### src/rtl/laser_aom_dac_drv_pkg.sv
// rtl/laser_aom_dac_drv_pkg.sv - shared laser package: FSM states, DAC frame format, defaults
// Holds the state encoding, the 16-bit DAC frame layout {PD, code, pad} and
// the default SCLK half-period used by laser_aom_dac_drv.
package laser_aom_dac_drv_pkg;

    typedef enum logic [1:0] {
        ST_IDLE  = 2'd0,
        ST_START = 2'd1,
        ST_SHIFT = 2'd2,
        ST_STOP  = 2'd3
    } dac_state_e;

    localparam int          CODE_W       = 12;
    localparam int          FRAME_W      = 16;
    localparam logic [1:0]  PD_BITS      = 2'b00;
    localparam logic [1:0]  PAD_BITS     = 2'b00;
    localparam int          HALF_CNT     = 2 * FRAME_W;
    localparam int          SCLK_DIV_DEF = 4;
    localparam int          CNT_W        = 9;
    localparam int          OVL_CNT_W    = 32;

    function automatic logic [FRAME_W-1:0] make_frame(input logic [CODE_W-1:0] code);
        return {PD_BITS, code, PAD_BITS};
    endfunction

endpackage

### src/rtl/laser_aom_dac_drv_if.sv
// rtl/laser_aom_dac_drv_if.sv - link between the DAC driver and its overload monitor
// master (driver side): supplies current DAC code, threshold, timeout, clear and
//   the raw requested code; receives the clamped code, forced-zero strobe, flag.
// slave (monitor side): the mirror image.
interface laser_aom_dac_drv_if;
    import laser_aom_dac_drv_pkg::*;

    logic [CODE_W-1:0]    dac_code;
    logic [CODE_W-1:0]    thre;
    logic [OVL_CNT_W-1:0] timeout;
    logic                 clr;
    logic [CODE_W-1:0]    req_code;
    logic [CODE_W-1:0]    req_code_clamped;
    logic                 force_zero;
    logic                 flag;

    modport master (
        output dac_code, thre, timeout, clr, req_code,
        input  req_code_clamped, force_zero, flag
    );

    modport slave (
        input  dac_code, thre, timeout, clr, req_code,
        output req_code_clamped, force_zero, flag
    );

endinterface

### src/rtl/laser_aom_dac_drv_overload_mon.sv
// rtl/laser_aom_dac_drv_overload_mon.sv - overload time counter, sticky flag and code clamp
// Ports: clk_i, rst_i (sync, active high); mon = slave side of laser_aom_dac_drv_if.
module laser_aom_overload_mon
    import laser_aom_dac_drv_pkg::*;
(
    input  logic                 clk_i,
    input  logic                 rst_i,
    laser_aom_dac_drv_if.slave   mon
);

    logic [OVL_CNT_W-1:0] ovl_cnt;
    logic [OVL_CNT_W-1:0] cnt_inc;
    logic                 over;
    logic                 set_now;
    logic                 flag_q;

    always_comb begin
        over    = (mon.dac_code > mon.thre);
        cnt_inc = (&ovl_cnt) ? ovl_cnt : ovl_cnt + 1'b1;
        // Fire on the edge the counter steps onto the timeout, once; a counter
        // already parked there (saturated) must not retrigger the forced write.
        set_now = over && (mon.timeout != '0) && (cnt_inc == mon.timeout)
                  && (ovl_cnt != mon.timeout);
    end

    always_ff @(posedge clk_i) begin
        if (rst_i) begin
            ovl_cnt <= '0;
            flag_q  <= 1'b0;
        end else if (set_now) begin
            ovl_cnt <= cnt_inc;
            flag_q  <= 1'b1;
        end else if (mon.clr) begin
            ovl_cnt <= '0;
            flag_q  <= 1'b0;
        end else begin
            ovl_cnt <= over ? cnt_inc : '0;
        end
    end

    assign mon.force_zero       = set_now;
    assign mon.flag             = flag_q;
    assign mon.req_code_clamped = (flag_q && (mon.req_code > mon.thre)) ? mon.thre : mon.req_code;

endmodule

### src/rtl/laser_aom_dac_drv.sv
// rtl/laser_aom_dac_drv.sv - serial DAC driver for the AOM with coalescing and overload guard
// Ports: clk_i, rst_i (sync, active high); aom_en_i/aom_voltage_i update request;
//   overload_vol_thre_i/overload_timeout_i/overload_clr_i overload control;
//   DAC_SYNC_N/DAC_SCLK/DAC_SDIN serial pins; dac_busy_o, dac_code_o, overload_flag_o status.
module laser_aom_dac_drv
    import laser_aom_dac_drv_pkg::*;
#(
    parameter real TCQ      = 0.1,
    parameter int  SCLK_DIV = SCLK_DIV_DEF
) (
    input  logic                 clk_i,
    input  logic                 rst_i,
    input  logic                 aom_en_i,
    input  logic [CODE_W-1:0]    aom_voltage_i,
    input  logic [CODE_W-1:0]    overload_vol_thre_i,
    input  logic [OVL_CNT_W-1:0] overload_timeout_i,
    input  logic                 overload_clr_i,
    output logic                 DAC_SYNC_N,
    output logic                 DAC_SCLK,
    output logic                 DAC_SDIN,
    output logic                 dac_busy_o,
    output logic [CODE_W-1:0]    dac_code_o,
    output logic                 overload_flag_o
);

    if (SCLK_DIV < 2 || SCLK_DIV > 255 || TCQ < 0.0) begin : g_param_check
        $error("laser_aom_dac_drv: SCLK_DIV must be 2..255 and TCQ non-negative");
    end

    localparam logic [CNT_W-1:0] DIV_M1    = CNT_W'(SCLK_DIV - 1);
    localparam logic [CNT_W-1:0] STOP_M1   = CNT_W'(2 * SCLK_DIV - 1);
    localparam logic [4:0]       LAST_HALF = 5'(HALF_CNT - 1);

    laser_aom_dac_drv_if mon_if ();

    assign mon_if.dac_code = dac_code_o;
    assign mon_if.thre     = overload_vol_thre_i;
    assign mon_if.timeout  = overload_timeout_i;
    assign mon_if.clr      = overload_clr_i;
    assign mon_if.req_code = aom_voltage_i;
    assign overload_flag_o = mon_if.flag;

    laser_aom_overload_mon u_overload_mon (
        .clk_i (clk_i),
        .rst_i (rst_i),
        .mon   (mon_if.slave)
    );

    dac_state_e          state_q;
    logic [CODE_W-1:0]   pend_code;
    logic                pend_vld;
    logic                load;
    logic [FRAME_W-1:0]  next_frame;
    logic [FRAME_W-2:0]  shreg;
    logic [CODE_W-1:0]   frame_code;
    logic [CNT_W-1:0]    cnt;
    logic [4:0]          half;

    assign load       = (state_q == ST_IDLE) && pend_vld;
    assign next_frame = make_frame(pend_code);

    // Any write beats the load-clear, so a request landing on the load cycle
    // survives as the next pending frame. The overload zero beats requests.
    always_ff @(posedge clk_i) begin
        if (rst_i) begin
            pend_code <= '0;
            pend_vld  <= 1'b0;
        end else if (mon_if.force_zero) begin
            pend_code <= '0;
            pend_vld  <= 1'b1;
        end else if (aom_en_i) begin
            pend_code <= mon_if.req_code_clamped;
            pend_vld  <= 1'b1;
        end else if (load) begin
            pend_vld  <= 1'b0;
        end
    end

    always_ff @(posedge clk_i) begin
        if (rst_i) begin
            state_q    <= ST_IDLE;
            DAC_SYNC_N <= 1'b1;
            DAC_SCLK   <= 1'b1;
            DAC_SDIN   <= 1'b0;
            dac_busy_o <= 1'b0;
            dac_code_o <= '0;
            frame_code <= '0;
            shreg      <= '0;
            cnt        <= '0;
            half       <= '0;
        end else begin
            case (state_q)
                ST_IDLE: begin
                    if (pend_vld) begin
                        shreg      <= next_frame[FRAME_W-2:0];
                        DAC_SDIN   <= next_frame[FRAME_W-1];
                        frame_code <= pend_code;
                        DAC_SYNC_N <= 1'b0;
                        dac_busy_o <= 1'b1;
                        cnt        <= '0;
                        state_q    <= ST_START;
                    end
                end
                ST_START: begin
                    if (cnt == DIV_M1) begin
                        cnt      <= '0;
                        half     <= '0;
                        DAC_SCLK <= 1'b0;
                        state_q  <= ST_SHIFT;
                    end else begin
                        cnt <= cnt + 1'b1;
                    end
                end
                ST_SHIFT: begin
                    if (cnt == DIV_M1) begin
                        cnt <= '0;
                        if (half == LAST_HALF) begin
                            DAC_SYNC_N <= 1'b1;
                            DAC_SCLK   <= 1'b1;
                            DAC_SDIN   <= 1'b0;
                            dac_code_o <= frame_code;
                            state_q    <= ST_STOP;
                        end else begin
                            half     <= half + 5'd1;
                            DAC_SCLK <= ~DAC_SCLK;
                            // Leaving an even half means SCLK rises: present next bit.
                            if (!half[0]) begin
                                DAC_SDIN <= shreg[FRAME_W-2];
                                shreg    <= {shreg[FRAME_W-3:0], 1'b0};
                            end
                        end
                    end else begin
                        cnt <= cnt + 1'b1;
                    end
                end
                ST_STOP: begin
                    if (cnt == STOP_M1) begin
                        cnt        <= '0;
                        dac_busy_o <= 1'b0;
                        state_q    <= ST_IDLE;
                    end else begin
                        cnt <= cnt + 1'b1;
                    end
                end
                default: state_q <= ST_IDLE;
            endcase
        end
    end

endmodule
### config.mk
export PLATFORM = sky130hd
export DESIGN_NAME = laser_aom_dac_drv
export DESIGN_NICKNAME = d
export VERILOG_FILES = /design/src/rtl/laser_aom_dac_drv_pkg.sv /design/src/rtl/laser_aom_dac_drv_if.sv /design/src/rtl/laser_aom_dac_drv_overload_mon.sv /design/src/rtl/laser_aom_dac_drv.sv
export SDC_FILE = /design/constraint.sdc
export NUM_CORES = 1
export LEC_CHECK = 0
export ABC_CLOCK_PERIOD_IN_PS = 5590
export BUFFER_PORTS_ARGS = -buffer_cell sky130_fd_sc_hd__buf_2
export CORE_MARGIN = 5
export CORE_UTILIZATION = 30
export CTS_BUF_LIST = sky130_fd_sc_hd__clkbuf_4 sky130_fd_sc_hd__clkbuf_8
export CTS_CLUSTER_SIZE = 16
export DETAILED_ROUTE_END_ITERATION = 8
export GPL_ROUTABILITY_DRIVEN = 1
export HOLD_SLACK_MARGIN = 0.05
export RECOVER_POWER = 100
export SLEW_MARGIN = 15
export SYNTH_ARGS = -nofsm -noshare
export SYNTH_HDL_FRONTEND = slang
export SYNTH_HIERARCHICAL = 1
export SYNTH_SLANG_ARGS = --single-unit
### constraint.sdc
create_clock -name clk_i -period 5.59 [get_ports clk_i]
set_clock_uncertainty 0.05 [all_clocks]
set_input_delay 0.8385 -clock clk_i [delete_from_list [all_inputs] [get_ports clk_i]]
set_output_delay 0.8385 -clock clk_i [all_outputs]
set_load 0.03 [all_outputs]
# Word-level counts from Yosys, hierarchy flattened
# Cells that the tools add are included.
# op_classes
add_sub_neg	3
mul	0
div	0
n_lt_le_gt_ge	2
eq_ne	16
shift	0
n_mux	44
bitwise_logic	1
reduce_logical	24
# ops
operator	n
$mux W32	4
$mux W15	4
$add A32 B1 Y32 const B	1
$eq A32 B32 Y1	1
$ne A32 B32 Y1	1
$reduce_and A32 Y1	1
$reduce_bool A32 Y1	1
$pmux W15 S2	1
$mux W9	3
$pmux W9 S3	1
$gt A12 B12 Y1	2
$mux W1	16
$mux W5	3
$ne A2 B2 Y1 const B	7
$mux W12	1
$reduce_and A4 Y1	3
$mux W2	5
$pmux W5 S2	1
$reduce_and A5 Y1	2
$add A9 B1 Y9 const B	1
$eq A9 B2 Y1 const B	1
$eq A9 B3 Y1 const B	1
$reduce_and A3 Y1	3
$pmux W1 S2	4
13 further kinds	22
# totals
ff_bits	105
latch_bits	0
ramBits	0
mem_bits_ro	0
inputBits	60
mem_count	0

# Logic depth before layout (Yosys ltp)
# depth
ltp_word	6
ltp_mapped	14
mapped_depth_nobuf	13

# Modules after synthesis
# The synthesis kept the hierarchy.
# modules_own_cells
mod	instances	cells_each	area_each_um2	seq_area_each_um2
laser_aom_overload_mon	1	515	3836.2	660.6
laser_aom_dac_drv	1	355	3089.2	1401.3

# Worst setup path before layout
# OpenSTA, ideal clock, no wires.
# synth_path
path_kind	input-to-reg
from	input overload_vol_thre_i[7]
to	register pend_code[11]
arrival_time_ns	3.268
slack_ns	2.207
path_stages	13
path_buffers	1
cell_sequence	inv_1 > ha_1 > and3_1 > a221o_1 > a221o_1 > o21ai_0 > and3b_1 > nand4b_1 > nor3_1 > and2_1 > or2_2 > clkbuf_1 > nor2_1
# synth_between
elab_chain_cells	5
# synth_rtl
item	line_no	text
start: declaration	laser_aom_dac_drv.sv:15	input logic [CODE_W-1:0] overload_vol_thre_i,
$gt A12 B12 Y1	laser_aom_dac_drv_overload_mon.sv:18	over = (mon.dac_code > mon.thre);
$logic_and A1 B1 Y1 (2 in series)	laser_aom_dac_drv_overload_mon.sv:22	set_now = over && (mon.timeout != '0) && (cnt_inc == mon.timeout)
$logic_and A1 B1 Y1	laser_aom_dac_drv_overload_mon.sv:23	&& (ovl_cnt != mon.timeout);
net mon_if.force_zero	laser_aom_dac_drv_if.sv:14	logic force_zero;
$reduce_or A2 Y1 (no line)	-	
end signal: assignment	laser_aom_dac_drv.sv:72	pend_code <= mon_if.req_code_clamped;
end: declaration	laser_aom_dac_drv.sv:50	logic [CODE_W-1:0] pend_code;
# The timed path passes the listed nets, and every way through them passes these cells.
# A chain may end at the register's enable or synchronous reset.

# Worst setup path in the final report
# layout_path
from	register u_overload_mon.ovl_cnt[0]
to	register u_overload_mon.ovl_cnt[31]
# layout_between
elab_chain_cells	6
# layout_rtl
item	line_no	text
start: declaration	laser_aom_dac_drv_overload_mon.sv:11	logic [OVL_CNT_W-1:0] ovl_cnt;
start signal: assignment	laser_aom_dac_drv_overload_mon.sv:31	ovl_cnt <= cnt_inc;
start signal: assignment	laser_aom_dac_drv_overload_mon.sv:37	ovl_cnt <= over ? cnt_inc : '0;
$add A32 B1 Y32 or $reduce_and A32 Y1 (tied branches)	laser_aom_dac_drv_overload_mon.sv:19	cnt_inc = (&ovl_cnt) ? ovl_cnt : ovl_cnt + 1'b1;
$mux W32	laser_aom_dac_drv_overload_mon.sv:19	
$eq A32 B32 Y1	laser_aom_dac_drv_overload_mon.sv:22	
$logic_and A1 B1 Y1	laser_aom_dac_drv_overload_mon.sv:22	
$logic_and A1 B1 Y1	laser_aom_dac_drv_overload_mon.sv:23	
$mux W32 *	laser_aom_dac_drv_overload_mon.sv:30	end else if (set_now) begin
# Mark *: on every way between the ends. The rest lies on a longest branch, timed or not.

==> out/qor.yml <==
share_seq_of_total_power: 0.466
most-common-layout-cells: "dfxtp_1, nand2_1, nor2_1"
grt_use_total: 0.1590
internal-power_w: 0.001125
power_frac_clock: 0.285
slowest_delay_ps: 680
grt_overflow_total: 0
crit_type: "flop to flop"
grt_pass1_vias: 6123
ioPinCount: 77
power_leakage_nw: 2.672
vias: 6534
synth_edf_count: 0
cts-root-buf: "clkbuf_8"
async_flop_share: 0
worst_pin_slew_ps: 2169
drc: 0
antenna_found_initial: 1
critPathTopFamily: "simple AND/OR/NAND/NOR gates"
cts_tree: "yes"
path_clk_slew_ps: 120
max_cap_violations: 2
power.switching_w: 0.0006283
swShare: 0.3584
start_util: 0.3050
crit_arrival_ps: 4730
fmax_mhz: 224.5
crit_path_end_kind: "flop"
core_um2: 22710
die_x_um: 161.9
drt-total-wl_mm: 21.52
postCtsSetupRepairBufs: 0
vdd_drop_max_v: 0.0001405
cts-resized-gates: 0
antenna_cells: 0
cp_max_fo: 32
wl_per_cell_um: 17.93
layout_min_cycle_time_ps: 4455
ant_nets: 0
synth-seq-area-share: 0.2977
grt_pass1_wl_mm: 33.42
io_buffer_count: 76
slowest_stage: "nor3_1"
worstHoldPathType: "flop to flop"
power.density_nw_per_um2: 231.0
cp-start-kind: "flop"
maxSlewHeadroom: -0.4463
crit_chain: "ha_1 > nand3_1 > nor3_1 > nand3_1 > mux2i_1 > a2111oi_0 > nand3_1 > nor4_1 > a21oi_2 > buf_4 > a311oi_1"
syn-instance-count: 870
row_count: 55
cts_max_level: 3
p_comb_frac: 0.249
die-area_um2: 26220
netlist_area_um2: 6925
die_y_um: 161.9
fillCellCount: 2469
vias_per_cell: 5.445
firstDrtPassIters: 5
fin_nets: 1004
synth.avg_cell_area_um2: 7.960
cp_num_buf_inv: 1
status: "complete, but fails checks"
gp_congestion: 0.9726
drv_slew: 72
drt_iter0_drc: 537
cpMostUsedCell: "nand3_1"
cts_buffers: 9
place_hpwl_mm: 16.53
yosys_warnings: 6
synth_top_flop_cell: "dfxtp_1"
clock-sinks: 103
worstPathRequired_ps: 5860
setup_viol: 0
rsz0062_at_grt: "no"
clock_latency_ps: 400
fin_cells: 1200
area_delta_synth_final_pct: 9.594
layout_commonest_cell: "dfxtp_1"
syn-num-nets: 964
period_share: 0.7969
holdBufCountCts: 0
failed_checks: "max-capacitance violations, max-slew violations"
clock_path_buffers: 2
drive_gt1_frac: 0.1213
fin_tns_setup_ps: 0
placed_cells: 1184
ys_ff_latch: 103
yosysUniqueCellTypes: 74
total_power_w: 0.001753
grt_max_degree: 46
hold_violations: 0
[metrics by stage]
stage / setup WS [ps] / area, um^2 / util / hold slack (ps)
5_1_grt: 761.8 / 7590 / 0.3342 / 432.9
2_1_floorplan: 2207 / 6925 / - / 386.6
4_1_cts: 1361 / 7674 / 0.3379 / 413.2
6_report: 1135 / 7590 / 0.3342 / 412.2
3_3_place_gp: 1456 / 7466 / 0.3288 / 394.7
3_5_place_dp: 1395 / 7466 / 0.3288 / 398.1
[worst register-to-register path, stage by stage (launching register included)]
cell	delay [ps]
dfxtp_1	470
ha_1	270
nand3_1	370
nor3_1	680
nand3_1	490
mux2i_1	220
a2111oi_0	580
nand3_1	170
nor4_1	460
a21oi_2	90
buf_4	270
a311oi_1	260
[logic make-up after synthesis]
logic type               after synthesis  share of synthesized area
AO/OA/AOI/OAI                        167                     0.1711
flip-flops                           103                     0.2977
buffers and inverters                 81                    0.05059
XOR/XNOR                              65                    0.08220
multiplexers                          39                    0.05854
AND/OR/NAND/NOR                      381                     0.2784
adder cells (fa/ha/maj)               34                    0.06143
[registers in the layout (all words and copies together) (netlist names), 2 cells and up]
| name | cells |
|---|---|
| cnt | 9 |
| dac_code_o | 12 |
| state_q | 2 |
| pend_code | 12 |
| shreg | 13 |
| half | 5 |
| u_overload_mon/ovl_cnt | 32 |
| frame_code | 12 |
[Yosys cell counts, types with 9 or more instances]
library cell / number / area [um^2]
dfxtp_1: 103 / 2062
nand2_1: 98 / 367.9
nor2_1: 91 / 341.6
a21oi_1: 57 / 285.3
xor2_1: 45 / 394.1
nand3_1: 38 / 190.2
ha_1: 34 / 425.4
clkbuf_1: 28 / 105.1
nor4_1: 28 / 175.2
inv_1: 27 / 101.4
mux2i_1: 27 / 270.3
nand4_1: 27 / 168.9
nor3_1: 21 / 105.1
o21ai_0: 21 / 105.1
xnor2_1: 20 / 175.2
buf_2: 17 / 85.08
nor2b_1: 15 / 93.84
a211oi_1: 12 / 90.09
mux2_2: 12 / 135.1
a211oi_2: 11 / 137.6
and4_1: 10 / 87.58
a31oi_1: 9 / 56.30
nand2b_1: 9 / 56.30
[power groups by stage]
| stage | combinational [W] | clock (W) | sequential (W) |
|---|---|---|---|
| 2_1_floorplan | 0.000331 | 0 | 0.000835 |
| 3_3_place_gp | 0.000442 | 0 | 0.000833 |
| 3_5_place_dp | 0.000445 | 0 | 0.000833 |
| 4_1_cts | 0.000448 | 0.000520 | 0.000817 |
| 5_1_grt | 0.000486 | 0.000545 | 0.000824 |
| 6_report | 0.000436 | 0.000499 | 0.000818 |
[layout make-up]
class	instances	area, um^2	share of cell area
tap	285	356.6	0.04698
sequential	103	2062	0.2717
multi-input combinational	686	4459	0.5875
inverter	27	101.3	0.01335
clock buffer	9	123.9	0.01632
timing repair buffer	83	402.9	0.05308
clock inverter	7	83.83	0.01105
[final timing paths]
kind | startpoint | end | slack [ps] | cells past startpoint
worst min register to register | frame_code[11]$_SDFFE_PP0P_ | frame_code[11]$_SDFFE_PP0P_ | 410 | 2
worst max-delay path | u_overload_mon/ovl_cnt[0]$_SDFF_PP0_ | u_overload_mon/ovl_cnt[31]$_SDFF_PP0_ | 1140 | 11
worst min-delay path | frame_code[11]$_SDFFE_PP0P_ | frame_code[11]$_SDFFE_PP0P_ | 410 | 2
worst max register to register | u_overload_mon/ovl_cnt[0]$_SDFF_PP0_ | u_overload_mon/ovl_cnt[31]$_SDFF_PP0_ | 1140 | 11
[layer usage]
metal  GRT usage  vias up  routed length [um]
met5           0        -                  13
met4     0.05113        2                 493
met3     0.02969       38                1302
met2      0.2546      196                9765
met1      0.2167     3076                9944
li1            -     3222                   -
Power figures use the tool's default switching activity.
